--- src/rtl/channel_scheduler.sv ---
// Scope channel write scheduler: arbitrates per-channel sample writes and applies enable-mask changes at vblank.
// Build option CHAN_SCHED_FIXED_PRIO_EN selects lowest-index-wins arbitration instead of round-robin.
module channel_scheduler #(
  parameter int MAX_CHAN_COUNT = 10,
  parameter int SAMPLE_WIDTH   = 8,
  parameter int DEPTH          = 640,
  localparam int ADDR_W        = $clog2(DEPTH),
  localparam int CHAN_W        = $clog2(MAX_CHAN_COUNT)
) (
  input  logic                                   clk,
  input  logic                                   rst_n,
  input  logic                                   vblank,
  input  logic [MAX_CHAN_COUNT-1:0]              enable_toggle,
  input  logic [MAX_CHAN_COUNT-1:0]              sample_req,
  input  logic [MAX_CHAN_COUNT*SAMPLE_WIDTH-1:0] sample_data,
  output logic [MAX_CHAN_COUNT-1:0]              channel_enable,
  output logic [MAX_CHAN_COUNT-1:0]              grant,
  output logic                                   wr_en,
  output logic [CHAN_W-1:0]                      wr_chan,
  output logic [ADDR_W-1:0]                      wr_addr,
  output logic [SAMPLE_WIDTH-1:0]                wr_data,
  output logic                                   frame_update
);

  localparam logic [1:0] IDLE  = 2'd0;
  localparam logic [1:0] WRITE = 2'd1;
  localparam logic [1:0] APPLY = 2'd2;

  logic [1:0]                state;
  logic [MAX_CHAN_COUNT-1:0] pending;
  logic                      vblank_q;
  logic                      vb_flag;
  logic [ADDR_W-1:0]         wr_ptr [MAX_CHAN_COUNT];
  logic [MAX_CHAN_COUNT-1:0] eligible;
  logic [CHAN_W-1:0]         win_idx;
  logic                      win_found;
  logic                      vb_rise;
  logic                      vb_event;
  logic                      do_apply;

`ifndef CHAN_SCHED_FIXED_PRIO_EN
  logic [CHAN_W-1:0]         rr_start;
`endif

  assign eligible = sample_req & channel_enable;
  assign vb_rise  = vblank & ~vblank_q;
  // An edge seen during WRITE/APPLY stays live in vb_flag until IDLE consumes it or vblank drops.
  assign vb_event = vblank & (vb_rise | vb_flag);
  assign do_apply = (state == IDLE) && vb_event && (pending != channel_enable);

  always_comb begin
    win_found = 1'b0;
    win_idx   = '0;
`ifdef CHAN_SCHED_FIXED_PRIO_EN
    for (int unsigned i = 0; i < MAX_CHAN_COUNT; i++) begin
      if (!win_found && eligible[i]) begin
        win_found = 1'b1;
        win_idx   = CHAN_W'(i);
      end
    end
`else
    for (int unsigned i = 0; i < MAX_CHAN_COUNT; i++) begin
      int unsigned idx;
      idx = int'(rr_start) + i;
      if (idx >= MAX_CHAN_COUNT) idx = idx - MAX_CHAN_COUNT;
      if (!win_found && eligible[idx]) begin
        win_found = 1'b1;
        win_idx   = CHAN_W'(idx);
      end
    end
`endif
  end

  assign wr_en        = (state == WRITE);
  assign frame_update = (state == APPLY);
  assign grant        = {{(MAX_CHAN_COUNT-1){1'b0}}, wr_en} << wr_chan;

  always_ff @(posedge clk or negedge rst_n) begin
    if (!rst_n) begin
      state          <= IDLE;
      pending        <= '1;
      channel_enable <= '1;
      vblank_q       <= 1'b0;
      vb_flag        <= 1'b0;
      wr_chan        <= '0;
      wr_addr        <= '0;
      wr_data        <= '0;
`ifndef CHAN_SCHED_FIXED_PRIO_EN
      rr_start       <= '0;
`endif
      for (int unsigned i = 0; i < MAX_CHAN_COUNT; i++) wr_ptr[i] <= '0;
    end else begin
      pending  <= pending ^ enable_toggle;
      vblank_q <= vblank;
      if (!vblank || state == IDLE) vb_flag <= 1'b0;
      else if (vb_rise)             vb_flag <= 1'b1;

      case (state)
        IDLE: begin
          if (do_apply) begin
            // Mask is applied on entry so it is already visible during the frame_update cycle.
            channel_enable <= pending;
            for (int unsigned i = 0; i < MAX_CHAN_COUNT; i++)
              if (pending[i] && !channel_enable[i]) wr_ptr[i] <= '0;
            state <= APPLY;
          end else if (win_found) begin
            wr_chan <= win_idx;
            wr_addr <= wr_ptr[win_idx];
            wr_data <= sample_data[int'(win_idx)*SAMPLE_WIDTH +: SAMPLE_WIDTH];
            state   <= WRITE;
          end
        end
        WRITE: begin
          wr_ptr[wr_chan] <= (wr_addr == ADDR_W'(DEPTH-1)) ? '0 : wr_addr + 1'b1;
`ifndef CHAN_SCHED_FIXED_PRIO_EN
          rr_start <= (wr_chan == CHAN_W'(MAX_CHAN_COUNT-1)) ? '0 : wr_chan + 1'b1;
`endif
          state <= IDLE;
        end
        default: state <= IDLE;
      endcase
    end
  end

endmodule

--- config.mk ---
export PLATFORM = sky130hd
export DESIGN_NAME = channel_scheduler
export DESIGN_NICKNAME = d
export VERILOG_FILES = /design/src/rtl/channel_scheduler.sv
export SDC_FILE = /design/constraint.sdc
export NUM_CORES = 1
export LEC_CHECK = 0
export ABC_AREA = 0
export BUFFER_PORTS_ARGS = -buffer_cell sky130_fd_sc_hd__clkbuf_2
export CELL_PAD_IN_SITES_DETAIL_PLACEMENT = 2
export CELL_PAD_IN_SITES_GLOBAL_PLACEMENT = 2
export CORE_UTILIZATION = 35
export DETAILED_ROUTE_END_ITERATION = 6
export PLACE_DENSITY_LB_ADDON = 0.1
export SYNTH_ARGS = -nofsm -noshare
export SYNTH_HDL_FRONTEND = slang
export SYNTH_SLANG_ARGS = --single-unit
export TNS_END_PERCENT = 20
--- constraint.sdc ---
create_clock -name clk -period 6.5 [get_ports clk]
set_clock_uncertainty 0.2 [all_clocks]
set_input_delay 0.65 -clock clk [delete_from_list [all_inputs] [get_ports clk]]
set_output_delay 0.65 -clock clk [all_outputs]
set_load 0.02 [all_outputs]
# Word-level counts from Yosys, hierarchy flattened
# Cells that the tools add are included.
# classes
addsub	21
order_cmp	23
eq_ne	17
shift	2
n_mux	75
n_bitwise	9
n_reduce_logical	58
# op_table
operator	n
less-than comparator 32 x 5 -> 1 bit (second input constant)	10
two-way mux 32 bit	10
one-hot mux 100 bit (2 select lines)	1
two-way mux 10 bit	14
bitwise mux 100 bit	1
two-way mux 100 bit	1
variable part select 80 x 8 -> 8 bit	1
subtractor 5 x 4 -> 6 bit (second input constant)	9
greater-or-equal comparator 5 x 4 -> 1 bit (second input constant)	9
two-way mux 4 bit	11
binary-select mux 1 bit (select 4 bit)	10
binary-select mux 10 bit (select 4 bit)	1
demux 10 bit (select 4 bit)	1
AND reduction 3 bit	11
logical AND 1 bit	22
two-way mux 1 bit	22
adder 4 x 3 -> 5 bit (second input constant)	4
logical NOT 1 bit	20
!= test 2 x 1 -> 1 bit (second input constant)	10
adder 10 x 1 -> 10 bit (second input constant)	1
adder 4 x 2 -> 5 bit (second input constant)	2
adder 4 x 4 -> 5 bit (second input constant)	2
bitwise AND 10 bit	1
== test 10 bit (second input constant)	1
other kinds (23)	30
# word_totals
ff_bits	150
input_bits	103

# Longest topological paths before layout
# depth
ltp_word	36
mapped_depth	23
mapped_depth_nobuf	18

# Least setup slack after synthesis
# OpenSTA, ideal clock, no wires.
# synth_timing
kind	reg2reg
from	register rr_start[1]
to	register wr_data[0]
setup_time_ns	0.122
arrival_time_ns	5.041
slack_ns	1.137
path_stages_with_launch	23
period_less_slack_ns	5.363
cell_sequence	dfrtp_1 buf_2 inv_1 clkbuf_1 ha_1 inv_1 ha_1 buf_6 or3_1 a21oi_1 nand2_1 or4b_1 and3_1 clkbuf_1 and4_1 nand4_2 nor3_1 or4_4 buf_6 nor3b_4 buf_6 a22oi_1 a32o_1
# synth_via
elab_chain_len	33
elab_cells_between_ends	99
cone_classes	add/sub (19); order compare (10); shift (1); mux (50); reduce/logical (19)
# synth_rtl
element	line	rtl
start, declared	42	logic [CHAN_W-1:0] rr_start;
start signal, assigned	116	rr_start <= (wr_chan == CHAN_W'(MAX_CHAN_COUNT-1)) ? '0 : wr_chan + 1'b1;
branches (longest 33 deep; another with subtractor 5 x 4 -> 6 bit)	-	
end signal, assigned	109	wr_data <= sample_data[int'(win_idx)*SAMPLE_WIDTH +: SAMPLE_WIDTH];
end, declared	21	output logic [SAMPLE_WIDTH-1:0] wr_data,
# Several ways; the timed one is not identified. The select of a mux whose other input is x is not followed.
# A chain may end at the register's enable or synchronous reset.

# Final worst setup path
# layout_timing
from	register rr_start[2]
to	register wr_addr[1]
# layout_via
elab_chain_len	36
elab_cells_between_ends	102
cone_classes	add/sub (19); order compare (10); mux (53); bitwise (1); reduce/logical (19)
# layout_rtl
element	line	rtl
branches (longest 36 deep; another with subtractor 5 x 4 -> 6 bit)	-	
end signal, assigned	108	wr_addr <= wr_ptr[win_idx];
end, declared	20	output logic [ADDR_W-1:0] wr_addr,
# Several ways; the timed one is not identified. The select of a mux whose other input is x is not followed.

==> metrics.md <==
| Metric | Value |
|---|---|
| Total CTS buffers | `17` |
| CTS tree | `yes` |
| Ranking of synthesized cells by area | `dfrtp_1 (31%), nand2_1 (7.3%), o21ai_0 (6.0%), nor2_1 (5.3%), dfstp_2 (5.0%)` |
| Fillers | `3356` |
| Synth Area per Inst | `8.405 µm²` |
| Io pins | `147` |
| Post-Route WL | `41860 µm` |
| Top cells by count, synth | `nand2_1 (204), nor2_1 (147), dfrtp_1 (130)` |
| Die Area | `0.03057 mm²` |
| Post-synthesis cell count | `1244` |
| Cell Area, Synth | `0.01046 mm²` |
| Drc violations | `0` |
| Final hold vios | `0` |
| Largest net degree at the start of global routing | `97` |
| Asr flop ratio synth | `100.0%` |
| DPL Wire Length | `~30000 µm` |
| Synth cell types | `~100` |
| GRT overflow | `0` |
| Final Max Tran Viols | `0` |
| GRT Util Overall | `28.14%` |
| CP Launch Type | `flip-flop` |
| Clk_lat worst skew | `0.44 ns` |
| Worst Reg-to-Reg Cells | `18` |
| Place WS | `~0.6 ns` |
| Initial Utilization | `36.04%` |
| H-Tree Depth | `4` |
| Achievable frequency | `167.0 MHz` |
| Post-CTS Setup Inserts | `0` |
| Critical path endpoint | `wr_addr[1]$_DFFE_PN0P_` |
| Cell Rows | `62` |
| Max clock buf depth | `2` |
| Initial antenna violation count | `0` |
| CP required | `around 6.6 ns` |
| Max Cap Violations | `0` |
| Post-DR vias/cell | `slightly below 6` |
| Critical Path End Type | `flip-flop` |
| Post-Layout Inst Area | `0.01212 mm²` |
| Setup_tns | `0 ns` |
| Worst Slack Setup Final | `between 0.5 and 0.6 ns` |
| CP Class | `flip-flop to flip-flop` |
| Final nets | `1508` |
| Vias in the first global route | `11110` |
| Crit share post-route | `92.15%` |
| Most frequent cell after synthesis | `nand2_1` |
| Final setup viols | `0` |
| GPL Wtd Cong | `0.8447` |
| Post-synth top flop | `dfrtp_1` |
| # hold bufs at CTS | `0` |
| RSZ-0062 raised after global routing | `no` |
| Post-cts resize count | `0` |
| Reg2reg end | `wr_addr[1]$_DFFE_PN0P_` |
| R2R Setup Slk | `slightly above 0.5 ns` |
| Initial DRT Pass Iterations | `5` |
| CP startpoint | `rr_start[2]$_DFFE_PN0P_` |
| Reg2Reg Launch Point | `rr_start[2]$_DFFE_PN0P_` |
| Die Wd | `174.8 µm` |
| Post-synth EDFFs | `0` |
| Largest area contributor in the netlist | `dfrtp_1` |
| Outcome | `completed` |
| Hold Crit Class | `primary input to asynchronous set/reset pin` |
| Area Growth Syn to Fin | `15.88%` |
| Clock transition at the registers of the reported paths | `roughly 0.07 ns` |
| Core Area | `0.02901 mm²` |
| Yosys warning count | `0` |
| Seq/Total Area, Yosys | `36.14%` |
| Final min period | `5.989 ns` |
| Placed insts | `1736` |
| Max FO, Critical Path | `37` |
| Routed len/inst | `approximately 24 µm` |
| Slew headroom | `approximately a quarter` |
| Vias post-DR | `10370` |
| # diodes | `0` |
| Number of synthesized register bits | `150` |
| Input/output buffers | `146` |
| Clock root buffer | `clkbuf_16` |
| First-pass GRT wire length | `approximately 66000 µm` |
| Layout cells sized above 1 | `19.22%` |
| Final ANT Viol Nets | `0` |
| DR iter-0 viols | `610` |
| Critical path arrival | `a little over 6 ns` |
| Synth Net Count | `1381` |
| Worst-Margin Slew | `around 1.1 ns` |
| Fin cells | `~1800` |
| Placed Area | `0.01155 mm²` |
| Total clock sinks | `150` |
| Yosys top cell area share | `31.11%` |
| Die height | `174.8 µm` |
==> cell families (layout without fill, tap and decap cells) <==
group	count (synthesis)	in the layout	synth area share, %
simple gates	512	512	23.29
mux	48	48	4.655
flops	150	150	36.14
compound gates	365	365	24.41
buf+inv	105	245	4.858
fa+ha+maj	34	34	4.068
xor+xnor	30	30	2.585
==> layout make-up <==
cell class | count | area [µm²] | share of cell area, %
clock buffer | 19 | 432.9 | 3.573
clock inverter | 13 | 136.4 | 1.126
inverter | 43 | 163.9 | 1.353
multi-input combinational | 989 | 6207 | 51.23
sequential | 150 | 3779 | 31.19
tap | 384 | 480.5 | 3.965
timing repair buffer | 170 | 917.1 | 7.569
==> registers in the layout, indices dropped and copies added (netlist names) <==
signal,flops
wr_addr,10
wr_ptr,100
wr_data,8
state,2
vblank_q,1
vb_flag,1
wr_chan,4
pending,10
rr_start,4
channel_enable,10
==> critical path, stage by stage, from the launching register on <==
cell	delay, ns
dfrtp_1	0.56
inv_1	0.41
ha_1	0.28
inv_1	0.08
ha_1	0.46
inv_1	0.11
a221o_1	0.43
o211ai_1	0.13
a31oi_1	0.16
nor2b_1	0.41
and4bb_2	0.39
nand3_1	0.18
or3_1	0.41
o21a_1	0.16
nor2_4	0.12
buf_4	0.53
mux2i_1	0.31
a22oi_1	0.17
a32o_1	0.30
==> how the worst min path moves through the flow <==
stage          cells after the start                   start                       to  slack, ns
2_1_floorplan                      0                   rst_n  rr_start[0]$_DFFE_PN0P_       0.15
3_3_place_gp                       2  wr_ptr[86]$_DFFE_PN0P_   wr_ptr[86]$_DFFE_PN0P_       0.26
3_5_place_dp                       2  wr_ptr[21]$_DFFE_PN0P_   wr_ptr[21]$_DFFE_PN0P_       0.27
4_1_cts                            1                  vblank       vblank_q$_DFF_PN0_       0.13
5_1_grt                            1                  vblank       vblank_q$_DFF_PN0_       0.13
6_report                           1                   rst_n   wr_ptr[30]$_DFFE_PN0P_        0.1
==> stage by stage <==
step / util, % / hold WS [ns]
after detailed placement: 39.80 / 0.2712
after CTS: 41.76 / 0.1277
after global placement: 39.80 / 0.2610
after global routing: 41.76 / 0.1331
final: 41.76 / 0.09579
after floorplan: - / 0.1544
==> layout by cell type (no fill, tap or decap), types with 9 or more instances in the layout <==
cell type    n
nand2_1    204
nor2_1     146
clkbuf_2   145
dfrtp_1    130
o21ai_0    126
mux2i_1     45
inv_1       40
ha_1        34
nand3_1     28
a21oi_1     26
a31oi_1     26
buf_4       24
a22o_1      20
a22oi_1     20
dfstp_2     20
nor3_1      19
a32o_1      19
xor2_1      17
o22a_1      17
clkbuf_16   17
nor2b_1     13
o21a_1      13
xnor2_1     12
nand2b_1    11
nand4_1      9
==> routing by layer <==
| metal | vias up | wire length (µm) | GRT usage [%] |
|---|---|---|---|
| li1 | 4765 | - | - |
| met1 | 5323 | 19610 | 38.92 |
| met2 | 240 | 19670 | 45.90 |
| met3 | 44 | 1830 | 3.982 |
| met4 | 0 | 738 | 7.319 |
| met5 | - | 0 | 0 |
Power is not shown: default switching activity piles up to over one toggle a cycle in this logic, so the estimate is an artifact.
